<file path="src/rtl/wb_commit_ctrl.sv">
// Writeback-stage commit controller: retires MEM instructions, resolves
// exceptions, drives CSR/regfile writes and holds flush redirects for fetch.
//
// Ports:
//   clk, resetn          clock, async active-low reset
//   ms_to_ws_valid/ms_*  instruction bundle from MEM; ws_allowin back
//   csr_re/num/we/wmask/wvalue, csr_rvalue, has_int, ex_entry, ertn_entry
//                        CSR file requester side
//   wb_ex/ecode/esubcode/pc/vaddr, ertn_flush, ws_flush
//                        commit pulses and pipeline squash
//   rf_we/waddr/wdata    register-file write
//   redir_valid/pc/ready redirect handshake to fetch
module wb_commit_ctrl #(
    parameter int PC_W    = 32,
    parameter int CSR_N_W = 14
) (
    input  logic               clk,
    input  logic               resetn,
    input  logic               ms_to_ws_valid,
    output logic               ws_allowin,
    input  logic [PC_W-1:0]    ms_pc,
    input  logic [2:0]         ms_op,
    input  logic [2:0]         ms_exc,
    input  logic [PC_W-1:0]    ms_vaddr,
    input  logic [CSR_N_W-1:0] ms_csr_num,
    input  logic [31:0]        ms_rj_val,
    input  logic [31:0]        ms_rd_val,
    input  logic               ms_rf_we,
    input  logic [4:0]         ms_rf_waddr,
    output logic               csr_re,
    output logic [CSR_N_W-1:0] csr_num,
    input  logic [31:0]        csr_rvalue,
    output logic               csr_we,
    output logic [31:0]        csr_wmask,
    output logic [31:0]        csr_wvalue,
    input  logic               has_int,
    input  logic [PC_W-1:0]    ex_entry,
    input  logic [PC_W-1:0]    ertn_entry,
    output logic               wb_ex,
    output logic [5:0]         wb_ecode,
    output logic [8:0]         wb_esubcode,
    output logic [PC_W-1:0]    wb_pc,
    output logic [PC_W-1:0]    wb_vaddr,
    output logic               ertn_flush,
    output logic               ws_flush,
    output logic               rf_we,
    output logic [4:0]         rf_waddr,
    output logic [31:0]        rf_wdata,
    output logic               redir_valid,
    output logic [PC_W-1:0]    redir_pc,
    input  logic               redir_ready
);

    localparam logic [2:0] OP_CSRRD   = 3'd1;
    localparam logic [2:0] OP_CSRWR   = 3'd2;
    localparam logic [2:0] OP_CSRXCHG = 3'd3;
    localparam logic [2:0] OP_ERTN    = 3'd4;
    localparam logic [2:0] OP_SYSCALL = 3'd5;
    localparam logic [2:0] OP_BREAK   = 3'd6;

    localparam logic [5:0] ECODE_INT  = 6'h00;
    localparam logic [5:0] ECODE_ADEF = 6'h08;
    localparam logic [5:0] ECODE_ALE  = 6'h09;
    localparam logic [5:0] ECODE_SYS  = 6'h0B;
    localparam logic [5:0] ECODE_BRK  = 6'h0C;
    localparam logic [5:0] ECODE_INE  = 6'h0D;

    typedef enum logic {
        RUN   = 1'b0,
        FLUSH = 1'b1
    } state_t;

    state_t state, state_nxt;

    logic               ws_valid;
    logic [PC_W-1:0]    ws_pc;
    logic [2:0]         ws_op;
    logic [2:0]         ws_exc;
    logic [PC_W-1:0]    ws_vaddr;
    logic [CSR_N_W-1:0] ws_csr_num;
    logic [31:0]        ws_rj_val;
    logic [31:0]        ws_rd_val;
    logic               ws_rf_we;
    logic [4:0]         ws_rf_waddr;

    logic commit;
    logic is_sys;
    logic is_brk;
    logic ex_hit;
    logic ws_cap;

    // Held low during reset so every output reads 0 while resetn=0.
    assign ws_allowin = resetn;

    assign commit = ws_valid && (state == RUN);
    assign is_sys = (ws_op == OP_SYSCALL);
    assign is_brk = (ws_op == OP_BREAK);
    assign ex_hit = has_int | (|ws_exc) | is_sys | is_brk;
    assign ws_flush = wb_ex | ertn_flush;
    assign ws_cap = (state == RUN) && !ws_flush && ms_to_ws_valid;

    always_ff @(posedge clk or negedge resetn) begin
        if (!resetn) begin
            state <= RUN;
        end else begin
            state <= state_nxt;
        end
    end

    always_comb begin
        state_nxt   = state;
        wb_ex       = 1'b0;
        wb_ecode    = '0;
        wb_esubcode = '0;
        wb_pc       = '0;
        wb_vaddr    = '0;
        ertn_flush  = 1'b0;
        csr_re      = 1'b0;
        csr_num     = '0;
        csr_we      = 1'b0;
        csr_wmask   = '0;
        csr_wvalue  = '0;
        rf_we       = 1'b0;
        rf_waddr    = '0;
        rf_wdata    = '0;
        if (commit) begin
            if (ex_hit) begin
                wb_ex = 1'b1;
                wb_pc = ws_pc;
                priority case (1'b1)
                    has_int: wb_ecode = ECODE_INT;
                    ws_exc[0]: begin
                        wb_ecode = ECODE_ADEF;
                        wb_vaddr = ws_pc;
                    end
                    ws_exc[1]: wb_ecode = ECODE_INE;
                    is_sys:    wb_ecode = ECODE_SYS;
                    is_brk:    wb_ecode = ECODE_BRK;
                    default: begin
                        wb_ecode = ECODE_ALE;
                        wb_vaddr = ws_vaddr;
                    end
                endcase
            end else begin
                case (ws_op)
                    OP_ERTN: ertn_flush = 1'b1;
                    OP_CSRRD, OP_CSRWR, OP_CSRXCHG: begin
                        csr_re   = 1'b1;
                        csr_num  = ws_csr_num;
                        rf_we    = ws_rf_we;
                        rf_waddr = ws_rf_waddr;
                        // Old CSR value goes to rd in the same cycle as the write.
                        rf_wdata = csr_rvalue;
                        if (ws_op != OP_CSRRD) begin
                            csr_we     = 1'b1;
                            csr_wvalue = ws_rd_val;
                            csr_wmask  = (ws_op == OP_CSRWR) ? '1 : ws_rj_val;
                        end
                    end
                    default: begin
                        rf_we    = ws_rf_we;
                        rf_waddr = ws_rf_waddr;
                        rf_wdata = ws_rd_val;
                    end
                endcase
            end
        end
        if (state == RUN) begin
            if (wb_ex || ertn_flush) begin
                state_nxt = FLUSH;
            end
        end else if (redir_ready) begin
            state_nxt = RUN;
        end
    end

    // Entry is sampled on the commit cycle, before the CSR update lands.
    always_ff @(posedge clk or negedge resetn) begin
        if (!resetn) begin
            redir_valid <= 1'b0;
            redir_pc    <= '0;
        end else if (state == RUN && ws_flush) begin
            redir_valid <= 1'b1;
            redir_pc    <= wb_ex ? ex_entry : ertn_entry;
        end else if (state == FLUSH && redir_ready) begin
            redir_valid <= 1'b0;
        end
    end

    always_ff @(posedge clk or negedge resetn) begin
        if (!resetn) begin
            ws_valid    <= 1'b0;
            ws_pc       <= '0;
            ws_op       <= '0;
            ws_exc      <= '0;
            ws_vaddr    <= '0;
            ws_csr_num  <= '0;
            ws_rj_val   <= '0;
            ws_rd_val   <= '0;
            ws_rf_we    <= 1'b0;
            ws_rf_waddr <= '0;
        end else begin
            ws_valid <= ws_cap;
            if (ws_cap) begin
                ws_pc       <= ms_pc;
                ws_op       <= ms_op;
                ws_exc      <= ms_exc;
                ws_vaddr    <= ms_vaddr;
                ws_csr_num  <= ms_csr_num;
                ws_rj_val   <= ms_rj_val;
                ws_rd_val   <= ms_rd_val;
                ws_rf_we    <= ms_rf_we;
                ws_rf_waddr <= ms_rf_waddr;
            end
        end
    end

endmodule

</file>
<file path="config.mk">
export PLATFORM = sky130hd
export DESIGN_NAME = wb_commit_ctrl
export DESIGN_NICKNAME = d
export VERILOG_FILES = /design/src/rtl/wb_commit_ctrl.sv
export SDC_FILE = /design/constraint.sdc
export NUM_CORES = 1
export LEC_CHECK = 0
export ABC_AREA = 1
export CAP_MARGIN = 20
export CORE_AREA = 2 2 192 194
export CTS_CLUSTER_DIAMETER = 30
export DETAILED_ROUTE_END_ITERATION = 10
export DIE_AREA = 0 0 194 196
export SYNTH_ARGS = -nofsm -noshare
export SYNTH_HDL_FRONTEND = slang
export SYNTH_SLANG_ARGS = --single-unit
</file>
<file path="constraint.sdc">
create_clock -name clk -period 4.1 [get_ports clk]
set_input_delay 0.615 -clock clk [delete_from_list [all_inputs] [get_ports clk]]
set_output_delay 0.615 -clock clk [all_outputs]
set_load 0.02 [all_outputs]
</file>
==> flow_summary.yaml <==
global_route:
  grt.total_usage_pct: 21.47
  grt_pass1_vias: 10960
  grt_max_degree: 95
  grt_antenna_before_repair: 3
  grt_pass1_wl_um: 63570
  globalRouteOverflowTotal: 0
power:
  ir_worst_vdd_mv: 0.3504
  leakage_nw: 7.260
  power.density_mw_per_mm2: 607.0
synth:
  syn_area_mm2: 0.01001
  yosysTopAreaCell: "dfrtp_1"
  synthMuxAreaShare_pct: 0
  synth_top_family_by_area: "simple AND/OR/NAND/NOR gates"
  synthCells: 1377
  synth_common_cells: "nand2_1 (452), dfrtp_1 (189), nor2_1 (174)"
  synth_warnings: 0
  syn_avg_cell_area_um2: 7.273
  synth-async-reset-ratio_pct: 100.0
  synth_seq_cells: 189
  synth-simple-area-share_pct: 39.27
  synthXorXnorAreaFrac_pct: 0
  post-synth-top-count-cell: "nand2_1"
  synth_top_flop_cell: "dfrtp_1"
  synth-compound-area-share_pct: 3.248
  netlist-cell-type-count: 20
  yosysSeqAreaShare_pct: 47.23
  synthAdderAreaFrac_pct: 0
  synth-edff-count: 0
  synth.area.top_cells: "dfrtp_1 (47%), nand2_1 (17%), nand4_1 (9.6%)"
  synth_top_area_share_pct: 47.23
timing:
  rsz0062_at_grt: "false"
  tns_ps: 0
  skew_ps: 9.142
  relSlewSlack_pct: 25.13
  worst_pin_slew_ps: 1123
  fmax_ghz: 0.2656
  finalCritPeriodShare_pct: 91.83
  layout_min_cycle_time_ps: 3765
  drv_slew: 0
  hold_viol_final: 0
  setup_viol: 0
floorplan:
  initial_core_util_pct: 27.75
  die_area_mm2: 0.03802
  rows: 70
  die_x_um: 194
  ios: 489
  dieHeight_um: 196
  core-area_mm2: 0.03608
setup_path:
  critical_path.max_fanout: 18
  path_class: "input pin to primary output"
  arrival_ps: 3150
  setup.worst_path.end_class: "primary output"
  start_kind: "input pin"
  worstPathRequired_ps: 3480
final_layout:
  fin_nets: 2034
  fin_cells: 2263
  fill_cells: 3710
  drive_gt1_share_pct: 4.353
  syn2layout_area_growth_pct: 56.43
clocking:
  cts_tree: "yes"
  numCtsBuffers: 17
  clock_latency_ps: 450
  cts-htree-levels: 4
  root_buffer: "clkbuf_16"
  cts.path.max_buffers: 2
  cts.sinks: 189
  clk_pin_slew_ps: 70
detailed_routing:
  drt-initial-drc-count: 507
  vias: 10960
  routed_via_density: 4.841
  ant_nets: 0
  routed_wl_um: 41820
  drc: 0
  firstDrtPassIters: 5
  wl_per_cell_um: 18.48
placed_design:
  placed_cells: 2228
  gp_congestion: 0.8516
  io_buffers: 477
  place_hpwl_um: 28480
status:
  outcome: "completed"
min_path:
  hp-class: "input pin to async pin"
job:
  max_cap_violations: 0
-- repair_timing --
item	4_1_cts	5_1_grt
gates resized for setup	0	1
hold buffers	0	0
setup endpoints to repair	0	1
setup buffers	0	0
-- worst paths after layout --
path	cells past startpoint	endpoint	slack (ps)	from
hold reg to reg	2	ws_csr_num[10]	470	ws_csr_num[10]
setup / recovery	10	rf_wdata[4]	330	has_int
max in group asynchronous	2	ws_rj_val[17]	2940	resetn
min in group clk	2	ws_csr_num[10]	470	ws_csr_num[10]
setup reg to reg	7	ws_rd_val[18]	990	state
hold / removal	1	ws_rj_val[11]	160	resetn
-- state kept, by name (all words and copies together), names as in the netlist --
name / flops
state: 1
ws_rj_val: 32
ws_exc: 3
ws_rf_waddr: 5
redir_valid: 1
ws_op: 3
ws_valid: 1
redir_pc: 32
ws_rd_val: 32
ws_pc: 32
ws_csr_num: 14
ws_vaddr: 32
ws_rf_we: 1
-- worst max-delay path, cell delays in order --
cell	delay (ps)
clkdlybuf4s50_1	460
nor2_1	110
nand2_1	70
nor2_2	140
nand2_2	170
nor2_2	190
buf_4	290
nand2_2	220
o21ai_0	230
clkdlybuf4s50_1	630
-- cell type report --
cell class | count | area [um2] | share of cell area (%)
inverter | 100 | 377.9 | 2.412
tap | 468 | 585.6 | 3.738
sequential | 189 | 4730 | 30.19
clock inverter | 12 | 135.1 | 0.8626
antenna | 3 | 7.507 | 0.04792
multi-input combinational | 969 | 4340 | 27.71
clock buffer | 20 | 466.7 | 2.979
timing repair buffer | 502 | 5024 | 32.07
-- placed cells by master, fill, tap and decap left out, drive strengths merged --
master	n
nand3	112
nand4	154
clkinv	7
inv	102
a21oi	31
nand2	455
a22oi	15
clkinvlp	1
o21ai	10
dfrtp	189
diode	3
clkbuf	21
a21boi	1
nor2	178
bufinv	2
clkdlybuf4s50	474
buf	27
nor3	2
conb	11
-- through the flow --
step / area [um2] / utilization (%) / worst slack (ps) / hold slack (ps) / total power [mW]
after floorplan: 10050 / - / 1651 / 319.4 / 5.935
after global placement: 15050 / 41.72 / 211.9 / 453.1 / 7.760
after detailed placement: 15050 / 41.72 / 134.1 / 458.9 / 7.831
after CTS: 15660 / 43.39 / 136.4 / 167.7 / 9.626
after global routing: 15670 / 43.42 / 112.0 / 180.0 / 10.24
final: 15670 / 43.42 / 335.0 / 162.3 / 9.510
-- kinds of logic after synthesis --
family	count (synthesis)
DFF	189
AOI/OAI and AO/OA	57
other	1
and+or+nand+nor	901
buffers and inverters	229
-- per-layer routing --
metal  track usage (%)  wire, um  vias to the layer above  part of all wire (%)
li1                  -         -                     5233                     -
met1             25.73     17050                     5195                    41
met2             34.99     19570                      454                    47
met3             6.997      3619                       73                   8.7
met4             10.02      1584                        0                   3.8
met5                 0         0                        -                     0
-- power by group --
group	switching (mW)	internal, mW
registers	0.622	2.76
logic	2.80	1.58
clock network	0.792	0.953
total	4.22	5.29
(Power assumes the default switching activity.)
